### src/rtl/rl_fifo_rdstream_pkg.sv
// Shared constants for the FIFO-to-stream read adapter.
package rl_fifo_rdstream_pkg;

  // Depth of the output skid buffer; reads are throttled so that
  // buffered words plus the word in flight never exceed this.
  localparam logic [1:0] RDS_BUF_DEPTH = 2'd2;

endpackage

### src/rtl/rl_fifo_rdstream.sv
// Turns a registered-output FIFO read port into a valid/ready stream
// using a 2-entry buffer that absorbs the one-cycle read latency.
module rl_fifo_rdstream
  import rl_fifo_rdstream_pkg::*;
#(
  parameter int DATA_SIZE = 32,
  parameter int CNT_SIZE  = 16
) (
  input  logic                 clk_i,
  input  logic                 rst_i,
  input  logic                 clr_i,
  output logic                 fifo_rdena_o,
  input  logic [DATA_SIZE-1:0] fifo_q_i,
  input  logic                 fifo_empty_i,
  output logic                 valid_o,
  input  logic                 ready_i,
  output logic [DATA_SIZE-1:0] q_o,
  output logic [CNT_SIZE-1:0]  cnt_o,
  output logic                 busy_o
);

  typedef enum logic [1:0] {
    OCC_EMPTY = 2'd0,
    OCC_ONE   = 2'd1,
    OCC_TWO   = 2'd2
  } occ_e;

  occ_e                 occ_q, occ_d;
  logic                 inflight_q;
  logic [DATA_SIZE-1:0] head_q, tail_q;
  logic [CNT_SIZE-1:0]  cnt_q;
  logic [1:0]           occ_bits;
  logic [1:0]           pending;
  logic                 xfer;
  logic                 wr;

  assign occ_bits = occ_q;
  assign pending  = occ_bits + {1'b0, inflight_q};
  assign xfer     = valid_o & ready_i;
  assign wr       = inflight_q;

  // Gated by rst_i so the read strobe drops the moment reset is applied.
  assign fifo_rdena_o = ~rst_i & ~clr_i & ~fifo_empty_i &
                        ((pending < RDS_BUF_DEPTH) | xfer);

  assign valid_o = (occ_q != OCC_EMPTY);
  assign q_o     = head_q;
  assign cnt_o   = cnt_q;
  assign busy_o  = (occ_q != OCC_EMPTY) | inflight_q;

  always_comb begin
    occ_d = occ_q;
    if (wr && !xfer) begin
      case (occ_q)
        OCC_EMPTY: occ_d = OCC_ONE;
        default:   occ_d = OCC_TWO;
      endcase
    end else if (xfer && !wr) begin
      case (occ_q)
        OCC_TWO: occ_d = OCC_ONE;
        default: occ_d = OCC_EMPTY;
      endcase
    end
  end

  always_ff @(posedge clk_i or posedge rst_i) begin
    if (rst_i) begin
      occ_q      <= OCC_EMPTY;
      inflight_q <= 1'b0;
      cnt_q      <= '0;
    end else if (clr_i) begin
      occ_q      <= OCC_EMPTY;
      inflight_q <= 1'b0;
      cnt_q      <= '0;
    end else begin
      occ_q      <= occ_d;
      inflight_q <= fifo_rdena_o;
      if (xfer) cnt_q <= cnt_q + 1'b1;
    end
  end

  // Data registers carry no reset; occupancy alone qualifies them.
  always_ff @(posedge clk_i) begin
    if (xfer && wr) begin
      if (occ_q == OCC_TWO) begin
        head_q <= tail_q;
        tail_q <= fifo_q_i;
      end else begin
        head_q <= fifo_q_i;
      end
    end else if (xfer) begin
      head_q <= tail_q;
    end else if (wr) begin
      if (occ_q == OCC_EMPTY) head_q <= fifo_q_i;
      else                    tail_q <= fifo_q_i;
    end
  end

endmodule

### config.mk
export PLATFORM = sky130hd
export DESIGN_NAME = rl_fifo_rdstream
export DESIGN_NICKNAME = d
export VERILOG_FILES = /design/src/rtl/rl_fifo_rdstream_pkg.sv /design/src/rtl/rl_fifo_rdstream.sv
export SDC_FILE = /design/constraint.sdc
export NUM_CORES = 1
export LEC_CHECK = 0
export CAP_MARGIN = 20
export CELL_PAD_IN_SITES_DETAIL_PLACEMENT = 0
export CELL_PAD_IN_SITES_GLOBAL_PLACEMENT = 2
export CORE_ASPECT_RATIO = 0.9
export CORE_MARGIN = 3
export CORE_UTILIZATION = 33
export CTS_BUF_LIST = sky130_fd_sc_hd__clkbuf_4 sky130_fd_sc_hd__clkbuf_8 sky130_fd_sc_hd__clkbuf_16
export DETAILED_ROUTE_END_ITERATION = 8
export PLACE_DENSITY = 0.89
export SYNTH_ARGS = -nofsm -noshare
export SYNTH_HDL_FRONTEND = slang
export SYNTH_SLANG_ARGS = --single-unit
### constraint.sdc
create_clock -name clk_i -period 4.7 [get_ports clk_i]
set_input_delay 0.47 -clock clk_i [delete_from_list [all_inputs] [get_ports clk_i]]
set_output_delay 0.47 -clock clk_i [all_outputs]
set_load 0.01 [all_outputs]
==> summary.txt <==
outcome: finished clean
Hold Vio Cnt, Final: 0
post-synthesis net count: 244
clk root buf: clkbuf_8
antenna violations before repair: 0
antenna-violating nets left: 0
number of global-route vias before repair: 2058
Sw Ratio: 20.17%
pwr dens: 324.1 mW/mm2
hold path depth: 1
CP most frequent cell: clkdlybuf4s50_1
Worst-path clk slew: 0.08 ns
crit end category: primary output
DR vias: 2032
post-synthesis register bit count: 83
type of the worst min-delay path: reg -> reg
Least-Margin Pin Slew: 0.7355 ns
Crit path required time: 4.23 ns
Final HPWL DP: 4.677 mm
final worst path period share: 57.79%
Worst VDD drop: 0.1649 mV
CP Launch Type: input port
DR pass1 iterations: 4
fmax: 368.1 MHz
Slew HR: 50.81%
Yosys top cell area share: 58.16%
Buffers on Ports: 87
area growth from synthesis to layout: 37.94%
Synth warnings: 0
cell taking the most area after synthesis: edfxtp_1
Remaining DRCs: 0
prevailing post-synth register cell: edfxtp_1
cells along the critical path: clkdlybuf4s50_1 -> nor4_1 -> clkdlybuf4s50_1
Cell variety after synth: 34
core box area: 0.009699 mm2
first-pass GRT wire length: 10.98 mm
Sequential Power Share: 55.1%
Avg Inst Size Synth: 16.04 um2
total power: 1.477 mW
leakage power: 1.604 nW
clock latency at the later pin of the worst-skew pair: 0.34 ns
Die ar.: 0.01125 mm2
CP max stage cell: clkdlybuf4s50_1
Via density: 4.715
initial DRC count: 83
Final min period: 2.716 ns
IO Pins: 88
CTS tree: yes
crit path DAT: 2.25 ns
crit-path max FO: 20
NetSw: 0.2980 mW
share of cells above drive strength 1: 15.74%
total negative slack: 0 ns
GRT Util Overall: 12.38%
drt total wl: 6.767 mm
cells on worst reg2reg path: 4
diodes inserted: 0
Slew Viols, Final: 0
EDFF count, synth: 64
total gr overflow: 0
Mapped Area: 0.003304 mm2
# hold bufs at CTS: 0
Die Wd: 111.5 um
RSZ-0062 raised after global routing: false
Die Span Y: 100.9 um
CP max stage delay: 0.79 ns
most common cell in the netlist: edfxtp_1
DR WL/cell: 15.70 um
max cap viols: 0
clock tree buffer depth: 2
starting density of the core: 34.07%
Clock Skew: 0.01035 ns
setup violators final: 0
final layout net count: 338
synth cell count leaders: edfxtp_1 (64), mux2_2 (24), dfrtp_1 (19), nor2_1 (12)
global placement routability congestion: 0.7224
largest cells by area after synthesis: edfxtp_1 (58%), dfrtp_1 (14%), mux2_2 (8.2%)
cell-internal power: 1.179 mW
Post-CTS Setup Repair Bufs: 0
clock network fraction of total power: 37.5%
R2R setup slack: 2.23 ns
largest net degree at the start of global routing: 33
sinks on the clock net: 83
critical path class: in -> out
WHS: 0.5383 ns
Post-CTS Resized: 0
Rows: 34
Buf/Inv on CP: 2
clock buffer count from CTS: 9
Async SR Flop Fraction: 22.89%
sequential element share of the synthesized area: 72.55%
CP Depth: 3
combinational share of power: 7.4%
H-tree depth: 3
delay-heaviest family, CP: buffers and inverters
Post-Synthesis Cells: 206
-- path summary, 6_finish.rpt --
check	from	to
setup / recovery	clr_i	fifo_rdena_o
hold / removal	tail_q[7]$_DFFE_PP_	q_o[7]$_DFFE_PP_
setup reg to reg	occ_bits[1]$_DFFE_PP0P_	q_o[3]$_DFFE_PP_
hold reg to reg	tail_q[7]$_DFFE_PP_	q_o[7]$_DFFE_PP_
max in group asynchronous	rst_i	cnt_o[7]$_DFFE_PP0P_
min in group asynchronous	rst_i	cnt_o[13]$_DFFE_PP0P_
-- worst register-to-register path: stages, from the launching register on --
cell,delay [ns]
dfrtp_1,0.47
or2_1,0.37
nand3_1,0.59
buf_4,0.41
mux2_2,0.38
-- sequential cells by signal (all words and copies together) (netlist names) --
| register | cells |
|---|---|
| occ_bits | 2 |
| tail_q | 32 |
| q_o | 32 |
| cnt_o | 16 |
| inflight_q | 1 |
-- power by group through the flow --
stage	sequential (mW)	combinational [mW]	clock (mW)
CTS	0.815	0.109	0.566
floorplan	0.838	0.0333	0
global route	0.816	0.118	0.607
detailed placement	0.831	0.108	0
global placement	0.831	0.106	0
finish	0.814	0.110	0.554
-- metal layers --
layer  part of all wire, %  GRT usage [%]  vias to the layer above
met5                     0              0                        -
met4                  0.80          4.771                        0
met3                   5.5          3.481                        4
met2                    44          17.99                       61
met1                    50          17.63                      998
li1                      -              -                      969
-- per-stage QoR --
stage          cells  area (um2)  util [%]  setup WS [ns]
2_1_floorplan    206        3304         -          1.136
3_3_place_gp     414        4319     44.53          1.967
3_5_place_dp     414        4319     44.53          1.915
4_1_cts          430        4538     46.79          1.984
5_1_grt          431        4558     46.99          1.870
6_report         431        4558     46.99          1.984
-- kinds of logic after synthesis --
logic type | after synthesis | synth area share [%]
DFF | 83 | 72.55
and+or+nand+nor | 53 | 8.634
muxes | 33 | 11.21
AOI/OAI and AO/OA | 15 | 2.764
xor gates and xnor gates | 11 | 2.915
buffers and inverters | 10 | 1.552
adders and majority gates | 1 | 0.3786
-- layout by cell type (no fill, tap or decap), drive strengths merged --
cell and count:
mux2i 1, nor4 4, nand2b 1, or3 3, a21oi 6, clkinv 2, buf 3, o211ai 1
mux2 32, inv 4, and3b 1, clkdlybuf4s50 87, edfxtp 64, or2 1, nand3 4, nand2 9
and3 5, nor2 12, bufinv 2, and4 1, clkbuf 10, xor2 6, a31o 1, ha 1
nor2b 1, o211a 1, or4 2, o21ai 4, nor3 4, dfrtp 19, xnor2 5, o31ai 2
clkinvlp 1, nand4 5
-- cell type report --
class	instances	area, um2
inverters	3	11.26
fillers	897	5141
well taps	126	157.7
flip-flops and latches	83	2397
multi-input cells	113	867.1
repair buffers	90	905.9
clock buffers	10	131.4
clock inverters	6	87.58
No activity file was read; power rests on OpenSTA's default activity.
